==> src/rtl/pc_sequencer.sv <==
`default_nettype none
// +--------------------------------------------------------------------------+
// | Module      : pc_sequencer                                               |
// | Description : Fetch PC register with next-PC select and a valid-tagged   |
// |               PC+INC link chain feeding the MEM stage.                   |
// | Revision    : 1.0                                                        |
// +--------------------------------------------------------------------------+
module pc_sequencer #(
   parameter int               XLEN         = 32,
   parameter logic [XLEN-1:0]  RESET_VECTOR = '0,
   parameter int               INC          = 4,
   parameter int               LINK_STAGES  = 3,
   parameter int               HOLD_STAGES  = 1,
   parameter int               KILL_STAGES  = 2
) (
   input  logic              clk,
   input  logic              rst,
   input  logic              stall_i,
   input  logic              pred_taken_i,
   input  logic [XLEN-1:0]   pred_target_i,
   input  logic              redirect_i,
   input  logic [XLEN-1:0]   redirect_pc_i,
   output logic [XLEN-1:0]   pc_o,
   output logic              link_valid_o,
   output logic [XLEN-1:0]   link_pc_o,
   output logic              misalign_o,
   output logic [15:0]       redirect_cnt_o
);

   localparam logic [XLEN-1:0] c_inc     = XLEN'(INC);
   localparam logic [15:0]     c_cnt_max = 16'hFFFF;

   logic [XLEN-1:0]        r_pc;
   logic [XLEN-1:0]        w_pc_next;
   logic [XLEN-1:0]        w_pc_inc;
   logic                   r_misalign;
   logic [15:0]            r_cnt;

   logic [LINK_STAGES:1]   r_valid;
   logic [LINK_STAGES:1]   w_src_valid;
   logic [LINK_STAGES:1]   w_valid_next;
   logic [XLEN-1:0]        r_data      [1:LINK_STAGES];
   logic [XLEN-1:0]        w_src_data  [1:LINK_STAGES];
   logic [XLEN-1:0]        w_data_next [1:LINK_STAGES];

   assign w_pc_inc = r_pc + c_inc;

   always_comb begin
      w_pc_next = w_pc_inc;
      if (redirect_i)
         w_pc_next = {redirect_pc_i[XLEN-1:2], 2'b00};
      else if (stall_i)
         w_pc_next = r_pc;
      else if (pred_taken_i)
         w_pc_next = pred_target_i;
   end

   // What each stage would capture on a plain advance; stage 1 sees the fetch slot.
   assign w_src_valid = {r_valid[LINK_STAGES-1:1], 1'b1};

   always_comb begin
      w_src_data[1] = w_pc_inc;
      for (int k = 2; k <= LINK_STAGES; k++)
         w_src_data[k] = r_data[k-1];
   end

   always_comb begin
      for (int k = 1; k <= LINK_STAGES; k++) begin
         w_valid_next[k] = w_src_valid[k];
         w_data_next[k]  = w_src_data[k];
         if (redirect_i) begin
            if (k <= KILL_STAGES) begin
               w_valid_next[k] = 1'b0;
               w_data_next[k]  = '0;
            end
         end else if (stall_i) begin
            if (k <= HOLD_STAGES) begin
               w_valid_next[k] = r_valid[k];
               w_data_next[k]  = r_data[k];
            end else if (k == HOLD_STAGES + 1) begin
               w_valid_next[k] = 1'b0;
               w_data_next[k]  = '0;
            end
         end
      end
   end

   always_ff @(posedge clk or posedge rst) begin
      if (rst) begin
         r_pc       <= RESET_VECTOR;
         r_misalign <= 1'b0;
         r_cnt      <= '0;
         r_valid    <= '0;
         for (int k = 1; k <= LINK_STAGES; k++)
            r_data[k] <= '0;
      end else begin
         r_pc       <= w_pc_next;
         r_misalign <= redirect_i & redirect_pc_i[1];
         if (redirect_i && (r_cnt != c_cnt_max))
            r_cnt <= r_cnt + 16'd1;
         r_valid    <= w_valid_next;
         for (int k = 1; k <= LINK_STAGES; k++)
            r_data[k] <= w_data_next[k];
      end
   end

   assign pc_o           = r_pc;
   assign link_valid_o   = r_valid[LINK_STAGES];
   assign link_pc_o      = r_data[LINK_STAGES];
   assign misalign_o     = r_misalign;
   assign redirect_cnt_o = r_cnt;

endmodule
`default_nettype wire

==> config.mk <==
export PLATFORM = sky130hd
export DESIGN_NAME = pc_sequencer
export DESIGN_NICKNAME = d
export VERILOG_FILES = /design/src/rtl/pc_sequencer.sv
export SDC_FILE = /design/constraint.sdc
export NUM_CORES = 1
export LEC_CHECK = 0
export CORE_ASPECT_RATIO = 1.5
export CORE_UTILIZATION = 45
export DETAILED_ROUTE_END_ITERATION = 10
export PLACE_DENSITY = 0.73
export SYNTH_ARGS = -nofsm -noshare
export SYNTH_HDL_FRONTEND = slang
export SYNTH_SLANG_ARGS = --single-unit
==> constraint.sdc <==
create_clock -name clk -period 8.3 [get_ports clk]
set_input_delay 0.83 -clock clk [delete_from_list [all_inputs] [get_ports clk]]
set_output_delay 0.83 -clock clk [all_outputs]
set_load 0.05 [all_outputs]
==> results.md <==
* Status: finished clean
* Min Hold Slack at 0.348 ns
* Final #Nets at 765
* Cells on Worst Hold Path at 0
* Synthesis-to-layout area growth at 30.6%
* Sw power at 0.609 mW
* Slew of the pin with the lowest slew margin at 1.22 ns
* Gr ovfl total at 0
* Sum Neg Setup Slack at 0 ns
* Period Utilization, post-route at 35.5%
* Number of synthesis warnings at 0
* FMAX at 339 MHz
* Post-route DRC at 0
* Reg-to-reg endpoint: pc_o[31]
* Hold EP: link_pc_o[16]
* Fill cells at 1,222
* Critical path arrival at 3.19 ns
* Final core utilization at 60.4%
* Synthesized net count at 661
* Die Y at 149 um
* GPL Wtd Cong at 0.843
* Antenna-violating nets left at 0
* Via density at 5.23
* CTS resizes at 0
* Pin count of the biggest net entering global routing at 102
* HPWL Detailed at 10,000 um
* Leak at 3.64 nW
* Synth cell count leaders: 148 x dfrtp_1, 54 x nor2_1, 47 x nand2_1
* Setup crit start kind: input pin
* Synthesized flop and latch total at 148
* Final Critical Period at 2.95 ns
* Area of the multi-input gates at 2370 sq um
* First-pass GRT wire length at 24,200 um
* Main synth FF type: dfrtp_1
* Pre-antenna DRT Iters at 5
* Max transition margin at 18.4%
* MaxCap Viol Count at 0
* Critical path capture point type: flop
* Tightest Hold Check Type: reg -> reg
* Hold_sp: r_data[48]
* DP Cell Count at 867
* Port buffer count at 149
* Reg power frac at 41.6%
* Fin worst setup slack at 5.35 ns
* H-tree levels at 4
* Final setup vio count at 0
* Layout cell share with drive strength beyond 1 at 8.91%
* Die Wd at 100 um
* Worst path slowest cell: clkinv_1
* Core area at 14,100 sq um
* Pins Over Slew Limit at 0
* CP Max Fanout at 52
* Distinct cells, synth at 48
* Initial core utilization at 46.3%
* Register area share after synthesis at 56.9%
* Non-Filler Instances at 900
* TritonCTS clock tree: built
* Vias in the first global route at 4,677
* Worst R2R Setup Slack at 5.69 ns
* PwrDens at 236 nW/um^2
* Cells after Synth at 590
* All-Layer GR Usage at 21.4%
* # IOs at 151
* Worst R2R Start: pc_o[5]
* CTS Root Cell: clkbuf_16
* Routed wire length at 15,100 um
* Clock transition at the registers of the reported paths at 0.06 ns
* Post-Syn Area per Cell at 11.0 sq um
* Design area at 8500 sq um
* Synth Cell Area at 6510 sq um
* Async set-or-reset flop fraction in the synthesized netlist at 100%
* Clk_lat worst skew at 0.41 ns
* Comb pwr share at 19.5%
* Clock tree sinks at 148
* Final hold violation count at 0
* R2R depth at 5
* Via count at 4,710
* Most common cell type on the critical path: buf_4
* Top-area cell type share of the netlist area at 56.9%
* Biggest area consumer among synthesized cells: dfrtp_1
* Initial antenna violation count at 0
* Crit. Startpoint: stall_i
* Hold-fix buffers, CTS at 0
* CP Class: in -> reg
* Share of total power in the clock network at 38.8%
* Cts bufs inserted at 17
* Die ar. at 15,000 sq um
* Cell Area, Placed at 7880 sq um
* Peak VDD IR at 0.124 mV
* Register area at 3700 sq um
* Sw frac at 30.4%
* Power, Total at 2.00 mW
* Delay-heaviest family, CP: buffers and inverters
* Top-count cell post-synth: dfrtp_1
* Crit-path cells: buf_2, buf_4, clkinv_1, buf_4, and3_1, a21oi_1, o221ai_1
* Longest Clk Path Bufs at 2
* Critical path data required time at 8.54 ns
* Final clock skew at 0.00860 ns
* CP max stage delay at 0.81 ns
* Synth top area cells: dfrtp_1 57%, xnor2_1 4.0%, buf_4 3.8%
* Critical path buffers and inverters at 4
* P_int at 1.39 mW
* First DRT Iteration DRCs at 320
* Post-CTS Setup Bufs at 0
* Setup Slack @ Placement at 4.96 ns
* WL/cell at 16.8 um
* EDFF count, synth at 0
* Cell Rows at 53
* RSZ-0062 raised after global routing: false
[layout make-up]
cell class,count,share of cell area (%)
Timing Repair Buffer,154,17.9
Antenna cell,1,0.0294
Sequential cell,148,43.6
Inverter,11,0.545
Clock inverter,12,1.71
Clock buffer,20,5.49
Tap cell,192,2.83
Multi-Input combinational cell,362,27.9
[power by group through the flow]
stage	Sequential (mW)	Clock [mW]	Combinational, mW
CTS	0.833	0.793	0.395
finish	0.833	0.777	0.391
global route	0.842	0.825	0.417
floorplan	0.944	0	0.148
global placement	0.841	0	0.386
detailed placement	0.846	0	0.392
[state kept, by name, summed over array words and instances, names as in the netlist]
name / cells
redirect_cnt_o: 16
misalign_o: 1
pc_o: 32
link_pc_o: 32
r_valid: 3
r_data: 64
[cell usage in the layout, fill, tap and decap left out, types with 8 or more instances in the layout]
cell type and n:
xnor2_1 30, xor2_1 8, nand4_1 9, clkbuf_16 17, nor2_1 53, clkdlybuf4s50_1 147, a22oi_1 20, nand3_1 13
o221ai_1 18, o21ai_0 15, a21oi_1 20, nand2_1 47, a211oi_1 21, inv_1 9, and2_1 33, dfrtp_1 148
[per-layer routing]
metal  share of wire (%)  GRT usage [%]
met3                 4.6           5.06
met2                  52           35.8
met4                 1.4           8.41
met5                   0              0
met1                  42           26.5
[how the worst max path moves through the flow]
stage                   endpoint  slack, ns  cells past startpoint
floorplan           link_pc_o[0]       3.49                      1
global placement        pc_o[30]       5.03                      7
detailed placement      pc_o[30]       4.96                      7
CTS                     pc_o[30]       5.38                      7
global route            pc_o[30]       5.18                      7
finish                  pc_o[30]       5.35                      7
[kinds of logic (layout without fill, tap and decap cells)]
| group | after synthesis | in the layout | synth area share (%) |
|---|---|---|---|
| AO/OA/AOI/OAI | 108 | 108 | 11.5 |
| XOR/XNOR | 38 | 38 | 5.12 |
| adder cells (fa/ha/maj) | 2 | 2 | 0.385 |
| buffers and inverters | 80 | 197 | 6.69 |
| flip-flops | 148 | 148 | 56.9 |
| multiplexers | 13 | 13 | 2.12 |
| other | 0 | 1 | 0 |
| AND/OR/NAND/NOR | 201 | 201 | 17.2 |
(Power assumes the default switching activity.)
